### config.mk
export PLATFORM = sky130hd
export DESIGN_NAME = prio_encoder_hs
export DESIGN_NICKNAME = d
export VERILOG_FILES = /design/src/rtl/prio_encoder_hs.sv
export SDC_FILE = /design/constraint.sdc
export NUM_CORES = 1
export LEC_CHECK = 0
export ABC_AREA = 1
export BUFFER_PORTS_ARGS = -buffer_cell sky130_fd_sc_hd__buf_2
export CORE_MARGIN = 4
export CORE_UTILIZATION = 50
export DETAILED_ROUTE_END_ITERATION = 6
export PLACE_DENSITY = 0.76
export SYNTH_ARGS = -nofsm -noshare
export SYNTH_HDL_FRONTEND = slang
export SYNTH_SLANG_ARGS = --single-unit
### constraint.sdc
create_clock -name clk -period 1.6 [get_ports clk]
set_input_delay 0.16 -clock clk [delete_from_list [all_inputs] [get_ports clk]]
set_output_delay 0.16 -clock clk [all_outputs]
set_load 0.03 [all_outputs]
### src/rtl/prio_encoder_hs.sv
// prio_encoder_hs: registered N-to-log2(N) priority encoder with a sticky pending set and valid/ready output.
// Define PRIO_ENC_ROUND_ROBIN_EN to replace fixed highest-index priority with round-robin selection.
module prio_encoder_hs #(
   parameter int N = 8,
   parameter int W = 3
) (
   input  logic         clk,
   input  logic         rst_n,
   input  logic [N-1:0] req,
   output logic [W-1:0] out_code,
   output logic         out_valid,
   input  logic         out_ready,
   output logic         any_pending,
   output logic         coalesced
);

   if (N < 2 || (N & (N - 1)) != 0 || W != $clog2(N)) begin : g_param_check
      $error("prio_encoder_hs: N must be a power of 2 >= 2 and W must equal log2(N)");
   end

   logic [N-1:0] pending;
   logic [N-1:0] grant;
   logic [W-1:0] sel_idx;
   logic         load;

`ifdef PRIO_ENC_ROUND_ROBIN_EN
   logic [W-1:0] rr_ptr;
   logic [W-1:0] cand;
   logic         found;

   // Ascending search from rr_ptr+1; W-bit addition wraps at N because N is a power of 2.
   always_comb begin
      sel_idx = '0;
      cand    = '0;
      found   = 1'b0;
      for (int unsigned i = 1; i <= N; i++) begin
         cand = rr_ptr + W'(i);
         if (!found && pending[cand]) begin
            sel_idx = cand;
            found   = 1'b1;
         end
      end
   end

   always_ff @(posedge clk or negedge rst_n) begin
      if (!rst_n) begin
         rr_ptr <= W'(N - 1);
      end else if (load) begin
         rr_ptr <= sel_idx;
      end
   end
`else
   always_comb begin
      sel_idx = '0;
      for (int unsigned i = 0; i < N; i++) begin
         if (pending[i]) begin
            sel_idx = W'(i);
         end
      end
   end
`endif

   assign load        = (|pending) & (~out_valid | out_ready);
   assign grant       = load ? (N'(1) << sel_idx) : '0;
   assign any_pending = |pending;

   always_ff @(posedge clk or negedge rst_n) begin
      if (!rst_n) begin
         pending   <= '0;
         out_valid <= 1'b0;
         out_code  <= '0;
         coalesced <= 1'b0;
      end else begin
         pending   <= (pending & ~grant) | req;
         coalesced <= |(req & pending & ~grant);
         if (load) begin
            out_code  <= sel_idx;
            out_valid <= 1'b1;
         end else if (out_valid && out_ready) begin
            out_valid <= 1'b0;
         end
      end
   end

endmodule

==> flow_metrics.env <==
export IMPL_ios=17
export IMPL_vias_per_cell=4.88
export IMPL_drv_slew=0
export IMPL_crit_path_end_kind="output port"
export IMPL_fin_crit_sh_pct=90.3
export IMPL_timing_hold_ws_ns=0.0665
export IMPL_cts_inserted_buffers=3
export IMPL_peakVddDrop_mv=0.634
export IMPL_clock_latency_ns=0.28
export IMPL_rows=13
export IMPL_nets=126
export IMPL_cts_setup_buffers=0
export IMPL_grt_max_degree=14
export IMPL_power_leakage_nw=0.426
export IMPL_cts_sinks=13
export IMPL_grt_pass1_vias=545
export IMPL_area_growth_syn_to_layout_pct=19.6
export IMPL_ant_nets=0
export IMPL_multi_input_area_sq_um=299
export IMPL_finClkSkew_ns=0.00288
export IMPL_die_x_um=45.1
export IMPL_arrival_ns=1.28
export IMPL_synth_distinct_cells=16
export IMPL_syn_avg_cell_area_sq_um=7.40
export IMPL_vias=630
export IMPL_antenna_found_initial=0
export IMPL_routed_wl_um=1330
export IMPL_wl_per_cell_um=10.3
export IMPL_maxSlewHeadroom_pct=80.4
export IMPL_ff2ff_setup_slack_ns=0.16
export IMPL_dieArea_sq_um=2030
export IMPL_die_h_um=45.1
export IMPL_ff_latch_area_sq_um=325
export IMPL_path_cells="inv_2 > nand2_2 > nor2_4 > nand3_2 > buf_2"
export IMPL_tns_ns=0
export IMPL_fillCellCount=120
export IMPL_timing_hold_violations_final=0
export IMPL_grt_overflow=0
export IMPL_crit_type="reg2out"
export IMPL_syn_num_nets=104
export IMPL_cts_root_buf="clkbuf_4"
export IMPL_cp_slowest_cell="dfrtp_1"
export IMPL_mostFrequentLayoutCell="nand2_1"
export IMPL_min_period_ns=1.44
export IMPL_initial_core_util_pct=52.9
export IMPL_synth_ff_latch_count=13
export IMPL_rsz0062_at_grt="no"
export IMPL_mostFrequentLayoutCells="nand2_1 (24), nor2_1 (18), buf_2 (16)"
export IMPL_max_freq_ghz=0.692
export IMPL_outcome="complete, no violations"
export IMPL_drive_gt1_share_pct=28.9
export IMPL_cts_tree="built"
export IMPL_yosysSeqAreaShare_pct=47.3
export IMPL_cp_data_required_time_ns=1.44
export IMPL_synth_area_sq_um=688
export IMPL_grtUsageTotal_pct=15.2
export IMPL_drtIter0Drc=15
export IMPL_dp_hpwl_um=1080
export IMPL_h_tree_depth=1
export IMPL_portBuffers=16
export IMPL_power_density_nw_per_um2=796
export IMPL_yosys_warnings=0
export IMPL_drtPass1Iterations=4
export IMPL_place_congestion=0.751
export IMPL_cp_start_kind="flop"
export IMPL_clockBufferDepth=2
export IMPL_clkTransAtPathRegs_ns=0.08
export IMPL_hold_path_class="in2reg"
export IMPL_grt_pass1_wl_um=2190
export IMPL_cap_violations=0
export IMPL_synth_cells=93
export IMPL_critPathMaxFanout=5
export IMPL_slowest_delay_ns=0.40
export IMPL_core_area_sq_um=1300
export IMPL_num_antenna_cells=0
export IMPL_drcViolationCount=0
export IMPL_tightest_slew_ns=0.293
export IMPL_finalSetupViolCount=0
==> stage by stage <==
stage          util, %  worst slack (ns)  instance area, sq um  cells  power [mW]
2_1_floorplan        -             0.283                   688     93       0.418
3_3_place_gp      60.5             0.232                   787    124       0.453
3_5_place_dp      60.5             0.182                   787    124       0.455
4_1_cts           63.3             0.157                   823    129       0.658
5_1_grt           63.3            0.0637                   823    129       0.682
6_report          63.3             0.156                   823    129       0.655
==> worst paths after layout <==
path,start,to,cells after the start
max,pending[7],any_pending,5
min,req[6],pending[6],2
max reg2reg,pending[7],coalesced,10
min reg2reg,out_code[2],out_code[2],2
max in group asynchronous,rst_n,coalesced,2
min in group asynchronous,rst_n,out_code[1],2
==> cell type report <==
| class | count | share of cell area, % |
|---|---|---|
| clock buffers | 4 | 3.19 |
| well taps | 15 | 2.28 |
| multi-input cells | 63 | 36.3 |
| flip-flops and latches | 13 | 39.5 |
| inverters | 17 | 7.75 |
| repair buffers | 17 | 10.9 |
==> cell usage after synthesis (all sizes together) <==
cell type | number | area [sq um]
dfrtp | 13 | 325
o211ai | 1 | 7.51
a21o | 3 | 22.5
nand2 | 26 | 103
nor2 | 21 | 91.3
a21oi | 1 | 5.00
nand3 | 6 | 40.0
o21bai | 1 | 7.51
o21ai | 2 | 10.0
a31oi | 2 | 12.5
inv | 17 | 63.8
==> layer usage <==
layer  vias to the layer above  global-route usage, %  wire, um
li1                        328                      -         -
met1                       282                   18.0       591
met2                        15                   24.9       626
met3                         5                   2.39        76
met4                         0                   10.5        36
met5                         -                      0         0
==> power by group <==
part           leakage (nW)  switching (mW)  internal, mW
sequential            0.121         0.00811         0.340
combinational         0.290          0.0646        0.0357
clock                0.0150           0.109        0.0969
total                 0.426           0.182         0.473
==> sequential cells by signal, indices dropped and copies added (netlist names) <==
signal	cells
out_valid	1
coalesced	1
out_code	3
pending	8
==> kinds of logic after synthesis <==
group / after synthesis / share of synthesized area, %
AND/OR/NAND/NOR: 53 / 34.0
buffers and inverters: 17 / 9.27
flip-flops: 13 / 47.3
AO/OA/AOI/OAI: 10 / 9.45
==> repair_timing <==
action | CTS | global route
hold endpoints to repair | 13 | 0
hold buffers | 1 | 0
resized for setup | 0 | 0
==> worst max-delay path: cells and delay by family, from the launching register on <==
kind / cells / cell delay (ns)
DFF: 1 / 0.40
buffers and inverters: 2 / 0.29
and+or+nand+nor: 3 / 0.31
(Power assumes the default switching activity.)
